File: config.mk
export PLATFORM = sky130hd
export DESIGN_NAME = if_fetch_flat
export DESIGN_NICKNAME = d
export VERILOG_FILES = /design/src/rtl/if_pkg.sv /design/src/rtl/if_fetch_if.sv /design/src/rtl/if_skid_reg.sv /design/src/rtl/if_fetch.sv /design/src/flat_wrapper.sv
export SDC_FILE = /design/constraint.sdc
export NUM_CORES = 1
export LEC_CHECK = 0
export CAP_MARGIN = 20
export CORE_MARGIN = 3
export CORE_UTILIZATION = 55
export CTS_CLUSTER_SIZE = 40
export DETAILED_ROUTE_END_ITERATION = 16
export PLACE_DENSITY = 0.82
export SYNTH_ARGS = -nofsm -noshare
export SYNTH_HDL_FRONTEND = slang
export SYNTH_SLANG_ARGS = --single-unit
File: constraint.sdc
create_clock -name clk -period 4.05 [get_ports clk]
set_clock_uncertainty 0.1 [all_clocks]
set_input_delay 0.6075 -clock clk [delete_from_list [all_inputs] [get_ports clk]]
set_output_delay 0.6075 -clock clk [all_outputs]
set_load 0.02 [all_outputs]
File: src/rtl/if_pkg.sv
// Purpose: shared types and defaults for the instruction fetch stage.
// Latency: n/a (declarations only).
// Backpressure: n/a.
package if_pkg;

    // Fetch controller states: issuing, discarding a redirected fetch, skid occupied.
    typedef enum logic [1:0] {
        RUN  = 2'd0,
        DROP = 2'd1,
        FULL = 2'd2
    } fetch_state_e;

    // Instruction word paired with its fall-through address.
    typedef struct packed {
        logic [31:0] instr;
        logic [31:0] npc;
    } fetch_word_t;

    localparam logic [31:0] IF_RESET_PC  = 32'h0000_0000;
    localparam logic [31:0] IF_NOP_INSTR = 32'h0000_0000;

    // Sequential next address; wraps modulo 2^32.
    function automatic logic [31:0] pc_inc(input logic [31:0] pc);
        return pc + 32'd4;
    endfunction

endpackage

File: src/rtl/if_fetch_if.sv
// Purpose: instruction memory read bus between fetch stage and memory.
// Latency: n/a (wiring only).
// Backpressure: requester holds req/addr stable until ready is seen.
interface if_fetch_if;
    logic        imem_req;
    logic [31:0] imem_addr;
    logic        imem_ready;
    logic [31:0] imem_rdata;

    modport master (
        output imem_req,
        output imem_addr,
        input  imem_ready,
        input  imem_rdata
    );

    modport slave (
        input  imem_req,
        input  imem_addr,
        output imem_ready,
        output imem_rdata
    );
endinterface

File: src/rtl/if_skid_reg.sv
// Purpose: 64-bit load/hold register holding one skidded instruction + npc.
// Latency: 1 cycle from load to q.
// Backpressure: none; holds value while load is low.
module if_skid_reg (
    input  logic        clk,
    input  logic        rst_n,
    input  logic        load,
    input  logic [63:0] d,
    output logic [63:0] q
);

    logic [63:0] data_q;
    logic [63:0] data_d;

    // Capture on load, otherwise keep the parked word.
    always_comb begin
        data_d = data_q;
        if (load) begin
            data_d = d;
        end
    end

    // Skid storage register, cleared on reset.
    always_ff @(posedge clk or negedge rst_n) begin
        if (!rst_n) begin
            data_q <= 64'd0;
        end else begin
            data_q <= data_d;
        end
    end

    assign q = data_q;

endmodule

File: src/rtl/if_fetch.sv
// Purpose: instruction fetch stage with redirect handling and a one-entry skid; optional IF_ALIGN_CHK_EN adds misalign_err.
// Latency: 1 cycle from imem_ready to instr_valid; one instruction per cycle with zero-wait memory.
// Backpressure: stall parks one returned word in the skid and drops imem_req until the output slot frees.
module if_fetch
    import if_pkg::*;
#(
    parameter logic [31:0] RESET_PC  = IF_RESET_PC,
    parameter logic [31:0] NOP_INSTR = IF_NOP_INSTR
) (
    input  logic        clk,
    input  logic        rst_n,
    input  logic        stall,
    input  logic        redirect_valid,
    input  logic [31:0] redirect_pc,
    if_fetch_if.master  imem,
    output logic [31:0] instr,
    output logic [31:0] npc,
    output logic        instr_valid
`ifdef IF_ALIGN_CHK_EN
    ,
    output logic        misalign_err
`endif
);

    fetch_state_e state_q, state_d;
    logic [31:0]  pc_q, pc_d;
    logic [31:0]  pend_pc_q, pend_pc_d;
    logic [31:0]  instr_q, instr_d;
    logic [31:0]  npc_q, npc_d;
    logic         instr_valid_q, instr_valid_d;

    logic         skid_load;
    fetch_word_t  skid_in;
    fetch_word_t  skid_out;

    logic [31:0]  pc_plus4;
    logic [31:0]  redir_tgt;
    logic         slot_free;

`ifdef IF_ALIGN_CHK_EN
    logic         misalign_err_q, misalign_err_d;
    // Misaligned targets are forced onto a word boundary.
    assign redir_tgt = {redirect_pc[31:2], 2'b00};
`else
    assign redir_tgt = redirect_pc;
`endif

    assign pc_plus4  = pc_inc(pc_q);
    assign slot_free = !instr_valid_q || !stall;

    assign skid_in.instr = imem.imem_rdata;
    assign skid_in.npc   = pc_plus4;

    if_skid_reg u_skid (
        .clk   (clk),
        .rst_n (rst_n),
        .load  (skid_load),
        .d     (skid_in),
        .q     (skid_out)
    );

    // Next-state and datapath updates for the fetch controller.
    always_comb begin
        state_d       = state_q;
        pc_d          = pc_q;
        pend_pc_d     = pend_pc_q;
        instr_d       = instr_q;
        npc_d         = npc_q;
        instr_valid_d = instr_valid_q;
        skid_load     = 1'b0;
`ifdef IF_ALIGN_CHK_EN
        misalign_err_d = redirect_valid && (redirect_pc[1:0] != 2'b00);
`endif

        // A consumed slot empties unless something below refills it.
        if (instr_valid_q && !stall) begin
            instr_valid_d = 1'b0;
        end

        case (state_q)
            RUN: begin
                if (redirect_valid) begin
                    instr_valid_d = 1'b0;
                    if (imem.imem_ready) begin
                        pc_d = redir_tgt;
                    end else begin
                        // Outstanding request must complete before retargeting.
                        pend_pc_d = redir_tgt;
                        state_d   = DROP;
                    end
                end else if (imem.imem_ready) begin
                    pc_d = pc_plus4;
                    if (slot_free) begin
                        instr_d       = imem.imem_rdata;
                        npc_d         = pc_plus4;
                        instr_valid_d = 1'b1;
                    end else begin
                        skid_load = 1'b1;
                        state_d   = FULL;
                    end
                end
            end
            DROP: begin
                if (redirect_valid) begin
                    instr_valid_d = 1'b0;
                    pend_pc_d     = redir_tgt;
                end
                if (imem.imem_ready) begin
                    pc_d    = redirect_valid ? redir_tgt : pend_pc_q;
                    state_d = RUN;
                end
            end
            FULL: begin
                if (redirect_valid) begin
                    instr_valid_d = 1'b0;
                    pc_d          = redir_tgt;
                    state_d       = RUN;
                end else if (!stall) begin
                    instr_d       = skid_out.instr;
                    npc_d         = skid_out.npc;
                    instr_valid_d = 1'b1;
                    state_d       = RUN;
                end
            end
            default: begin
                state_d = RUN;
            end
        endcase
    end

    // State and datapath registers with asynchronous reset.
    always_ff @(posedge clk or negedge rst_n) begin
        if (!rst_n) begin
            state_q       <= RUN;
            pc_q          <= RESET_PC;
            pend_pc_q     <= 32'd0;
            instr_q       <= NOP_INSTR;
            npc_q         <= 32'd0;
            instr_valid_q <= 1'b0;
        end else begin
            state_q       <= state_d;
            pc_q          <= pc_d;
            pend_pc_q     <= pend_pc_d;
            instr_q       <= instr_d;
            npc_q         <= npc_d;
            instr_valid_q <= instr_valid_d;
        end
    end

`ifdef IF_ALIGN_CHK_EN
    // One-cycle pulse following a misaligned redirect.
    always_ff @(posedge clk or negedge rst_n) begin
        if (!rst_n) begin
            misalign_err_q <= 1'b0;
        end else begin
            misalign_err_q <= misalign_err_d;
        end
    end
    assign misalign_err = misalign_err_q;
`endif

    // Request is suppressed during reset so an abandoned fetch is dropped at once.
    assign imem.imem_req  = rst_n && (state_q != FULL);
    assign imem.imem_addr = pc_q;

    assign instr       = instr_valid_q ? instr_q : NOP_INSTR;
    assign npc         = npc_q;
    assign instr_valid = instr_valid_q;

endmodule

File: src/flat_wrapper.sv
// flat-port wrapper written by rule: the top's interface ports become plain ports
module if_fetch_flat import if_pkg::*;
#(
    parameter logic [31:0] RESET_PC  = IF_RESET_PC,
    parameter logic [31:0] NOP_INSTR = IF_NOP_INSTR
)
  (clk, rst_n, stall, redirect_valid, redirect_pc, instr, npc, instr_valid, imem_imem_req, imem_imem_addr, imem_imem_ready, imem_imem_rdata);
  if_fetch_if imem_i ();
  input  logic clk;
  input  logic rst_n;
  input  logic stall;
  input  logic redirect_valid;
  input  logic [31:0] redirect_pc;
  output logic [31:0] instr;
  output logic [31:0] npc;
  output logic instr_valid;
  output wire logic [$bits(imem_i.imem_req)-1:0] imem_imem_req;
  output wire logic [$bits(imem_i.imem_addr)-1:0] imem_imem_addr;
  input wire logic [$bits(imem_i.imem_ready)-1:0] imem_imem_ready;
  input wire logic [$bits(imem_i.imem_rdata)-1:0] imem_imem_rdata;
  assign imem_imem_req = imem_i.imem_req;
  assign imem_imem_addr = imem_i.imem_addr;
  assign imem_i.imem_ready = imem_imem_ready;
  assign imem_i.imem_rdata = imem_imem_rdata;
  if_fetch #(.RESET_PC(RESET_PC), .NOP_INSTR(NOP_INSTR)) u_core (.clk(clk), .rst_n(rst_n), .stall(stall), .redirect_valid(redirect_valid), .redirect_pc(redirect_pc), .imem(imem_i), .instr(instr), .npc(npc), .instr_valid(instr_valid));
endmodule
# Word-level counts from Yosys, hierarchy flattened
# Index checks and enable logic that the tools add are counted.
op_classes:
  add_sub_neg: 1
  n_eq_ne: 16
  mux: 43
  reduce_logical: 13
ops:
  columns: ["cell", "count"]
  rows:
  - ["$mux 32", 19]
  - ["$pmux 32 s2", 3]
  - ["$pmux 32 s3", 1]
  - ["$add 32x3->32 const B", 1]
  - ["$ne 2x2->1 const B", 9]
  - ["$mux 2", 7]
  - ["$ne 3x3->1 const B", 4]
  - ["$mux 1", 11]
  - ["$pmux 2 s3", 1]
  - ["$reduce_and 6->1", 1]
  - ["$reduce_and 5->1", 1]
  - ["$reduce_and 4->1", 1]
  - ["$reduce_bool 2->1", 2]
  - ["$pmux 1 s3", 1]
  - ["$reduce_and 3->1", 1]
  - ["$reduce_bool 3->1", 1]
  - ["$eq 2x1->1 const B", 1]
  - ["$eq 2x2->1 const B", 1]
  - ["$logic_and 1x1->1", 2]
  - ["$logic_not 1->1", 2]
  - ["$logic_not 2->1", 1]
  - ["$ne 2x1->1 const B", 1]
  - ["$logic_or 1x1->1", 1]
word_totals:
  ff_bits: 195
  in_bits: 69
  out_inout_bits: 98
  elab_cells: 80

# Depth between registers and ports, before layout
# Gate-level depths: netlist of run 1.
logic_depth:
  ltp_word: 7
  mapped_depth: 11
  ltp_nobuf: 7

# Cells and area by module
# From an unflattened synthesis of run 1, not the netlist that was laid out.
hier_totals:
  cells_unflattened: 959
  hier_area_um2: 10314.9
by_module_without_submodules:
  columns: ["mod", "n_inst", "cells_per_inst", "area_per_inst_um2", "seq_area_each_um2"]
  rows:
  - ["if_fetch", 1, 824, 7636.1, 3278.1]
  - ["if_skid_reg", 1, 135, 2678.8, 1601.5]

# Worst setup path after synthesis of run 1
# OpenSTA, ideal clock, no wires.
synth_path:
  path_type: "register to output"
  startpoint: "reg u_core.state_q[0]"
  endpoint: "out imem_imem_req"
  arrival_ps: 1607
  t_required_ps: 3342
  slack_ps: 1735
  stages_incl_launch_ff: 7
  path_buffers: 3
  path_cell_list: "dfrtp_1 -> inv_1 -> ha_1 -> buf_2 -> clkbuf_1 -> clkbuf_1 -> nor2b_1"
synth_via:
  elab_chain_len: 2
synth_rtl:
  columns: ["element", "line", "text"]
  rows:
  - ["start: declaration", "if_fetch.sv:25", "fetch_state_e state_q, state_d;"]
  - ["start signal: assignment", "if_fetch.sv:141", "state_q <= state_d;"]
  - ["$ne 2x2->1", "if_fetch.sv:163", "assign imem.imem_req = rst_n && (state_q != FULL);"]
  - ["$logic_and 1x1->1", "if_fetch.sv:163", null]
  - ["end: declaration", "flat_wrapper.sv:17", "output wire logic [$bits(imem_i.imem_req)-1:0] imem_imem_req;"]
# No other way between the ends.

# Worst setup path in the final report of run 1
# Ends and elaborated chain as after synthesis.

==> impl_results.md, run 1 <==
* Status: completed
* Sw frac at 0.414
* Worst slack at placement at 1.14 ns
* Total GRT Usage at 0.277
* Worst-Margin Slew at 0.832 ns
* Largest net degree at the start of global routing at 152
* Post-synth top area share at 0.498
* Max-Cap Viols at 0
* DRC at 0
* Vias/cell at 5.98
* Avg Inst Size Synth at 9.26 sq um
* Detailed router's first-iteration violation count at 910
* Leak pwr at 0.00516 uW
* Yosys cell types at 60
* Slowest CP cell: clkdlybuf4s50_1
* WP buf/inv at 2
* Post-CTS Setup Bufs at 0
* CTS tree: built
* First-pass GRT wire length at 43.6 mm
* Row count at 48
* Leading area contributor after synthesis: dfrtp_1
* Top-Level Pins at 167
* Combinational Power Share at 0.444
* Final hold violations at 0
* Main synth FF type: dfrtp_1
* Final setup viols at 0
* Net Switching at 3970 uW
* Die Span Y at 140 microns
* Crit path cell chain: inv_1 -> ha_4 -> nor2b_1 -> clkdlybuf4s50_1
* Final setup margin at 1.03 ns
* Initial antenna violation count at 0
* Yosys reg bits at 195
* I/O Buffers at 166
* FFs w/ async S/R, synth at 1.00
* Power Internal at 5620 uW
* F_max at 331 MHz
* RSZ-0062 raised after global routing: no
* Worst-path clk slew at 0.07 ns
* Synth area leaders: dfrtp_1, nand2_1, o21ai_0, mux2i_1, mux2_2
* Hold Path Class: input port to asynchronous set/reset pin
* CTS Hold Bufs at 0
* Setup_tns at 0 ns
* Number of synthesis warnings at 0
* Via count at 8506
* Final Hold Slack at 0.00257 ns
* PD cells at 789 nW/um^2
* Critical Path AT at 2.31 ns
* Final Critical Period at 3.02 ns
* Worst VDD drop at 0.455 mV
* Syn Inst Count at 1059
* Fin crit share at 0.746
* CP top delay family: buffers and inverters
* DR WL/cell at 18.8 microns
* Post-synth EDFFs at 0
* Post-CTS resize count at 0
* CTS sink cnt at 195
* Die Span X at 140 microns
* Starting Density at 0.565
* H-tree Lvls at 4
* Layout cell share with drive strength beyond 1 at 0.0851
* Nets at 1261
* Max-slew violations at 0
* Flop pwr share at 0.380
* Worst-Skew Late Latency at 0.44 ns
* Root Driver: clkbuf_16
* Slew margin rel. at 0.445
* CP Data Required Time at 3.34 ns
* Grt total ovfl at 0
* CP endpoint kind: output pin
* CTS Buf Count at 17
* Remaining antenna violation count at 0
* Die ar. at 19500 sq um
* Most common library cells after synthesis: nand2_1, dfrtp_1, o21ai_0
* Seq/Total Area, Yosys at 0.498
* Final wirelength at 26.7 mm
* CP Max Fanout at 32
* Post-DP HPWL at 18.0 mm
* Clk pwr share at 0.176
* Synth-to-layout area growth at 24.0%
* Core ar. at 17400 sq um
* N_diodes at 0
* Pre-antenna DRT Iters at 5
* Worst-case clock buffer depth at 2
* Crit Path Class: flop to output pin
* Startpoint class of the critical path: flop
* Gpl congestion at 0.950
* Post-Syn Nets at 1134
* Vias in the first global route at 8123
* Most numerous cell in the Yosys netlist: nand2_1
* CP max stage delay at 0.57 ns
* Synth Cell Area at 9810 sq um
## worst register-to-register path, delay by kind of cell (launching register included)
family / cells / cell delay (ns)
buffers and inverters: 2 / 0.66
adders and majority gates: 1 / 0.51
DFF: 1 / 0.47
and+or+nand+nor: 1 / 0.27
AOI/OAI and AO/OA: 4 / 0.75
## routing by layer
| metal | vias to the layer above | GRT usage | wire [microns] |
|---|---|---|---|
| met1 | 4130 | 0.406 | 11600 |
| met3 | 47 | 0.0629 | 2110 |
| li1 | 3931 | - | - |
| met4 | 0 | 0.0806 | 631 |
| met2 | 398 | 0.418 | 12400 |
| met5 | - | 0 | 0 |
## cells by family (layout without fill, tap and decap cells)
kind of cell	count (synthesis)	count (layout)	synth area share
flops	195	195	0.498
fa+ha+maj	6	6	0.00765
compound gates	248	248	0.155
buf+inv	86	225	0.0376
mux	79	79	0.0854
simple gates	420	420	0.195
xor+xnor	25	25	0.0223
## layout by cell type (no fill, tap or decap), types with 3 or more instances in the layout
cell,instances
nand3_1,29
o21ai_0,91
clkbuf_16,17
inv_1,10
ha_1,5
o31a_1,4
dfrtp_1,195
and2_1,37
nor3_1,17
nor4_1,4
inv_8,3
mux2i_1,42
nand2_1,252
a221oi_1,10
xor2_1,10
a21o_1,9
nor2_1,45
o22a_1,5
a21oi_1,68
nor3_2,3
a211o_1,3
clkdlybuf4s50_1,164
a22oi_1,3
clkinvlp_4,5
mux2_2,37
and4_1,6
a31oi_1,5
a211oi_1,9
buf_4,16
xnor2_1,15
nand4_1,10
o211ai_1,12
a2bb2oi_1,5
o31ai_1,5
## stage by stage
| step | std cells | cell area, sq um | power [uW] | util |
|---|---|---|---|---|
| floorplan | 1059 | 9810 | 6140 | - |
| global placement | 1392 | 11600 | 7670 | 0.667 |
| detailed placement | 1392 | 11600 | 7840 | 0.667 |
| CTS | 1423 | 12200 | 9570 | 0.701 |
| global route | 1423 | 12200 | 10200 | 0.701 |
| finish | 1423 | 12200 | 9590 | 0.701 |
## power by group through the flow
stage	Combinational (uW)	Sequential [uW]	Clock (uW)
floorplan	2380	3760	0
global placement	4080	3590	0
detailed placement	4200	3640	0
CTS	4240	3620	1710
global route	4650	3750	1790
finish	4260	3640	1690
## flip-flops by register name, indices dropped and copies added, names as in the netlist
signal	cells
u_core.pend_pc_q	32
u_core.instr_valid	1
u_core.npc	32
u_core.instr_q	32
u_core.u_skid.q	64
u_core.state_q	2
u_core.imem.imem_addr	32
## worst paths after layout
check,startpoint,to,slack [ns],cells past startpoint
worst max-delay path,u_core.state_q[0],imem_imem_req,1.03,4
worst min-delay path,rst_n,u_core.instr_q[20],0.003,1
worst max register to register,u_core.state_q[0],u_core.npc[10],1.18,8
worst min register to register,u_core.u_skid.q[59],u_core.u_skid.q[59],0.37,2
max in group asynchronous,rst_n,u_core.pend_pc_q[2],2.68,2
min in group clk,u_core.u_skid.q[59],u_core.u_skid.q[59],0.37,2
## final cells by class
class                      instances  area, sq um
fill                            1275         5190
sequential                       195         4880
multi-input combinational        778         4580
timing repair buffer             183         1800
clock buffer                      19          433
tap                              225          282
clock inverter                    12          149
inverter                          11         41.3
(Power assumes the default switching activity.)
==> inputs of run 2 (changes only) <==
--- a/config.mk
+++ b/config.mk
@@ -7,10 +7,10 @@
 export LEC_CHECK = 0
 export CAP_MARGIN = 20
 export CORE_MARGIN = 3
-export CORE_UTILIZATION = 55
+export CORE_UTILIZATION = 54
 export CTS_CLUSTER_SIZE = 40
 export DETAILED_ROUTE_END_ITERATION = 16
-export PLACE_DENSITY = 0.82
+export PLACE_DENSITY = 0.81
 export SYNTH_ARGS = -nofsm -noshare
 export SYNTH_HDL_FRONTEND = slang
 export SYNTH_SLANG_ARGS = --single-unit
==> constraint.sdc (replaced) <==
create_clock -name clk -period 2.9 [get_ports clk]
set_clock_uncertainty 0.1 [all_clocks]
set_input_delay 0.435 -clock clk [delete_from_list [all_inputs] [get_ports clk]]
set_output_delay 0.435 -clock clk [all_outputs]
set_load 0.02 [all_outputs]
==> run 2 against run 1 <==
Clock-buffer cell count is 2 lower. Die area rose by 1.8%. Via count is 0.49% lower. Critical endpoint unchanged. Largest cell class unchanged. Highest routed layer unchanged.
==> impl_results.md, run 2 (synthesis gave the netlist of run 1 again) <==
* Status: completed
* Slew margin rel. at 0.382 (-0.0634)
* RSZ-0062 raised after global routing: no
* Top-Level Pins at 167 (unchanged)
* Pre-antenna DRT Iters at 6 (+1)
* Vias/cell at 5.87 (-1.9%)
* H-tree Lvls at 4 (unchanged)
* First-pass GRT wire length at 42.5 mm (-2.4%)
* Register area at 4880 sq um (unchanged)
* Most common cell after layout, fill and taps aside: nand2_1
* Worst-case clock buffer depth at 2 (unchanged)
* Die ar. at 19800 sq um (+1.8%)
* DR WL/cell at 18.3 microns (-2.7%)
* Multi-input logic area at 4580 sq um (about the same)
* Gpl congestion at 0.975 (+2.7%)
* Worst-Skew Late Latency at 0.43 ns (about the same)
* Via count at 8464 (-0.49%)
* Worst-Margin Slew at 0.924 ns (+0.0924 ns)
* Worst reg2reg path startpoint: u_core.state_q[1]
* Nets at 1280 (+1.5%)
* Reg2reg end: u_core.imem.imem_addr[23]
* CP Max Fanout at 19 (-41%)
* CP Data Required Time at 2.37 ns (-0.97 ns)
* FF-to-FF setup slack at 0.27 ns (-0.91 ns)
* Critical Path AT at 2.22 ns (-0.09 ns)
* Crit Path Class: flop to output pin
* Die Span X at 141 microns (+0.88%)
* Max reg flops at 64 (unchanged)
* Setup_tns at 0 ns (unchanged)
* F_max at 362 MHz
* Grt total ovfl at 0 (unchanged)
* Layout cell share with drive strength beyond 1 at 0.102 (+0.0167)
* Startpoint class of the critical path: flop
* Max-slew violations at 0 (unchanged)
* DRC at 0 (unchanged)
* Detailed router's first-iteration violation count at 828 (-9.0%)
* Leak pwr at 0.00530 uW (+2.6%)
* Row count at 48 (unchanged)
* Fin crit share at 0.951
* Core ar. at 17500 sq um (+1.0%)
* Synth-to-layout area growth at 26.2%
* Worst VDD drop at 0.621 mV (+36%)
* CTS sink cnt at 195 (unchanged)
* Crit path cell chain: inv_1 -> ha_4 -> nor2b_1 -> clkdlybuf4s50_1
* Starting Density at 0.559 (-0.00581)
* Post-DP HPWL at 18.4 mm (+2.0%)
* CP endpoint kind: output pin
* PD cells at 1090 nW/um^2 (+39%)
* Commonest non-fill, non-tap cells in the layout: nand2_1, dfrtp_1, clkdlybuf4s50_1
* N_diodes at 0 (unchanged)
* Post-CTS Setup Bufs at 0 (unchanged)
* DP Area at 11800 sq um (+1.6%)
* Finished Cell Area at 12400 sq um (+1.7%)
* CTS Hold Bufs at 0 (unchanged)
* I/O Buffers at 166 (unchanged)
* Final wirelength at 26.4 mm (-1.4%)
* Final Critical Period at 2.76 ns
* Max-Cap Viols at 0 (unchanged)
* CTS Buf Count at 17 (unchanged)
* Remaining antenna violation count at 0 (unchanged)
* Slowest CP cell: clkdlybuf4s50_1
* Total GRT Usage at 0.267 (-0.00976)
* Worst-path clk slew at 0.07 ns (about the same)
* Vias in the first global route at 8073 (-0.62%)
* Initial antenna violation count at 0 (unchanged)
* CTS tree: built
* Reg2reg path depth at 7 (-1)
* Final setup viols at 0 (unchanged)
* Post-CTS resize count at 0 (unchanged)
* Largest net degree at the start of global routing at 137 (-9.9%)
* Fillcell total at 1327 (+4.1%)
* Root Driver: clkbuf_16
* Final hold violations at 0 (unchanged)
* Hold Path Class: input port to asynchronous set/reset pin
* CP max stage delay at 0.67 ns (+0.10 ns)
* Die Span Y at 141 microns (+0.88%)
==> run 2: final cells by class <==
class	instances	share of cell area
Inverter	11	0.00334
Clock inverter	15	0.0150
Timing Repair Buffer	202	0.160
Multi-Input combinational cell	778	0.370
Clock buffer	17	0.0344
Sequential cell	195	0.394
Tap cell	225	0.0227
==> run 2: per-stage QoR <==
stage / util / power, uW / setup slack, ns / hold slack [ns] / cells
final: 0.706 / 13600 / 0.141 / 0.0619 / 1443
after global routing: 0.706 / 14400 / 0.0736 / 0.0999 / 1443
after floorplan: - / 8570 / 0.758 / 0.0394 / 1059
after CTS: 0.706 / 13500 / 0.171 / 0.0981 / 1443
after detailed placement: 0.671 / 11000 / 0.271 / 0.358 / 1411
after global placement: 0.671 / 10800 / 0.384 / 0.353 / 1411
==> run 2: report_power, final <==
part	internal [uW]	switching, uW	leakage (uW)
registers	4000	1050	0.00242
clock network	1310	1130	0.000296
logic	2670	3380	0.00258
==> run 2: worst max-delay path by stage <==
stage / start / endpoint / slack, ns / depth (start not counted)
3_3_place_gp: stall / u_core.u_skid.q[60] / 0.38 / 7
4_1_cts: u_core.state_q[0] / imem_imem_req / 0.17 / 4
2_1_floorplan: u_core.state_q[0] / imem_imem_req / 0.76 / 6
6_report: u_core.state_q[0] / imem_imem_req / 0.14 / 4
5_1_grt: u_core.state_q[0] / imem_imem_req / 0.07 / 4
3_5_place_dp: stall / u_core.u_skid.q[53] / 0.27 / 7
==> run 2: critical path, delay by kind of cell (launching register included) <==
family | cells | cell delay [ns]
flip-flops | 1 | 0.45
AND/OR/NAND/NOR | 1 | 0.26
adder cells (fa/ha/maj) | 1 | 0.27
buffers and inverters | 2 | 0.81
==> run 2: per-layer routing <==
layer	GRT usage	wire length, microns	vias to the layer above	share of wire
met5	0	0	-	0
met4	0.0882	612	0	0.023
met3	0.0566	2150	48	0.082
met2	0.396	11900	372	0.45
met1	0.395	11700	4077	0.44
li1	-	-	3967	-
==> patch: new RTL, flow settings as in run 2 <==
Encoding of `fetch_state_e`: now one-hot (3 bits for 3 states).
--- a/src/rtl/if_pkg.sv
+++ b/src/rtl/if_pkg.sv
@@ -4,10 +4,10 @@
 package if_pkg;
 
     // Fetch controller states: issuing, discarding a redirected fetch, skid occupied.
-    typedef enum logic [1:0] {
-        RUN  = 2'd0,
-        DROP = 2'd1,
-        FULL = 2'd2
+    typedef enum logic [2:0] {
+        RUN  = 3'b001,
+        DROP = 3'b010,
+        FULL = 3'b100
     } fetch_state_e;
 
     // Instruction word paired with its fall-through address.
Check against the original RTL: no difference found for any inputs over 4 cycles, from zero or initial values and one cycle with rst_n low; so few cycles prove little.
==> patch against run 2 <==
  * Sequential cell count increased by 1
  * Critical path depth fell by 1
  * Clock power is 2% higher
  * Core utilization fell by 1.2 points
  * Final area is 1.7% higher
  * Setup slack got worse by 51 ps
  * Highest routed layer unchanged
  * Synthesized area rose by 3.1%
  * Total power down 2.5%
  * Largest cell class unchanged
  * Routed wire length decreased by 0.91%
  * Global-route usage down 0.67 points
  * Register-to-register slack better by 100 ps
==> patch: results (changes against run 2) <==
stage;metric;value;unit;change
yosys;mux contribution to synthesized area;0.0949;;+0.00960
cells_and_area;non-filler cells, final;1376;;-4.6%
yosys;synth unique cells;73;;+22%
cells_and_area;max reg flops;64;;unchanged
pwr;Clock Power Share;0.189;;+0.008
global_route;GR Util met1;0.377;;-0.0178
pwr;Net Sw Power;5.06;mW;-9.2%
yosys;post-synthesis cell count;1001;;-5.5%
pwr;leakage power;5.24;nW;-1.0%
placed_design;global placement routability congestion;0.936;;-4.0%
setup_path;Crit Path Max Fanout;17;;-2
setup_path;Worst Path Arrival;2270;ps;+50 ps
run_status;status;finished clean;;
yosys;Synth area leaders;dfrtp_1 48%, mux2_2 8.6%, nor2_1 3.8%;;
pwr;VDD IR max;0.569;mV;-8.4%
routing;met3 WL;2050;um;-4.7%
global_route;met3 GRT Util;0.0439;;-0.0128
setup_path;worst stage delay on the critical path;630;ps;-40 ps
pwr;sequential share of power;0.388;;+0.015
yosys;xor/xnor cell area share of the yosys netlist;0.0208;;-0.00153
yosys;Synth Area in Compound Gates;0.170;;+0.0151
setup_path;Reg2Reg Depth;5;;-2
global_route;overall track demand over capacity in global routing;0.261;;-0.00669
cells_and_area;nets;1204;;-5.9%
sta;fmax;356;MHz;-1.8%
setup_path;crit path from;u_core.state_q[0];;
cells_and_area;share of layout cells above drive strength 1;0.156;;+0.0543
routing;DR WL met2;12000;um;+0.17%
routing;Post-Route WL;26100;um;-0.91%
yosys;Synth Area in Adders;0.00124;;-0.00642
routing;Metal-1 WL;11500;um;-1.7%
placed_design;dpl cells;1344;;-4.7%
placed_design;post-placement setup slack;184;ps;-87.5 ps
routing;drt initial violations;774;;-6.5%
yosys;Synth top cells by count;195 x dfrtp_1, 103 x nor2_1, 99 x nand2_1;;
clock_tree;postcts setup bufs;0;;unchanged
setup_path;RR Endpoint;u_core.u_skid.q[31];;
placed_design;DP Wirelength;17800;um;-3.4%
sta;Slew HR;0.422;;+0.0398
global_route;met2 Use GR;0.405;;+0.00938
global_route;first-pass GRT wire length;42600;um;+0.16%
setup_path;R2R Setup Slk;370;ps;+100 ps
cells_and_area;# diodes;0;;unchanged
routing;vias per cell;6.06;;+3.3%
setup_path;worst-path cell with the longest stage delay;or3b_2;;
setup_path;CP top delay family;simple AND/OR/NAND/NOR gates;;
yosys;Net Count, Synth;1071;;-5.6%
setup_path;origin of the critical flop-to-flop path;u_core.imem.imem_addr[4];;
global_route;largest net degree at the start of global routing;134;;-2.2%
patch: cell types whose count changed in the layout (fill, tap and decap cells not counted), moves of 8 or more:
| cell | before | now |
|---|---|---|
| a22o_1 | 0 | 15 |
| mux2_2 | 37 | 77 |
| nor2_1 | 45 | 103 |
| o2bb2ai_1 | 0 | 13 |
| nand2_1 | 252 | 99 |
| nand3_1 | 29 | 16 |
| a31oi_1 | 5 | 50 |
| o21ai_0 | 91 | 43 |
| and3_1 | 2 | 10 |
| a222oi_1 | 0 | 8 |
| o211ai_1 | 12 | 0 |
| mux2i_1 | 42 | 7 |
| a221oi_1 | 10 | 2 |
patch: layout make-up:
class                           count  area, um2
Clock buffer                       19        453
Multi-Input combinational cell    707       4700
Timing Repair Buffer              201       2020
Inverter                           11       41.3
Clock inverter                     13        175
Sequential cell                   196       4910
Tap cell                          229        287
Fill cell                        1365       5570
patch: worst min path at each step:
stage | endpoint | cells after the start | start | slack, ps
2_1_floorplan | u_core.imem.imem_addr[0] | 0 | rst_n | 40
3_3_place_gp | u_core.npc[10] | 1 | u_core.npc[10] | 360
3_5_place_dp | u_core.npc[9] | 1 | u_core.npc[9] | 360
4_1_cts | u_core.npc[12] | 2 | rst_n | 120
5_1_grt | u_core.npc[12] | 2 | rst_n | 130
6_report | u_core.npc[12] | 2 | rst_n | 50
patch: stage by stage:
| stage | instance area (um2) | utilization | power, mW | hold slack [ps] |
|---|---|---|---|---|
| 6_report | 12600 | 0.693 | 13.2 | 52.6 |
| 5_1_grt | 12600 | 0.693 | 14.0 | 133 |
| 4_1_cts | 12600 | 0.693 | 13.2 | 116 |
| 3_5_place_dp | 12000 | 0.659 | 10.7 | 365 |
| 3_3_place_gp | 12000 | 0.659 | 10.5 | 361 |
| 2_1_floorplan | 10100 | - | 8.35 | 39.4 |
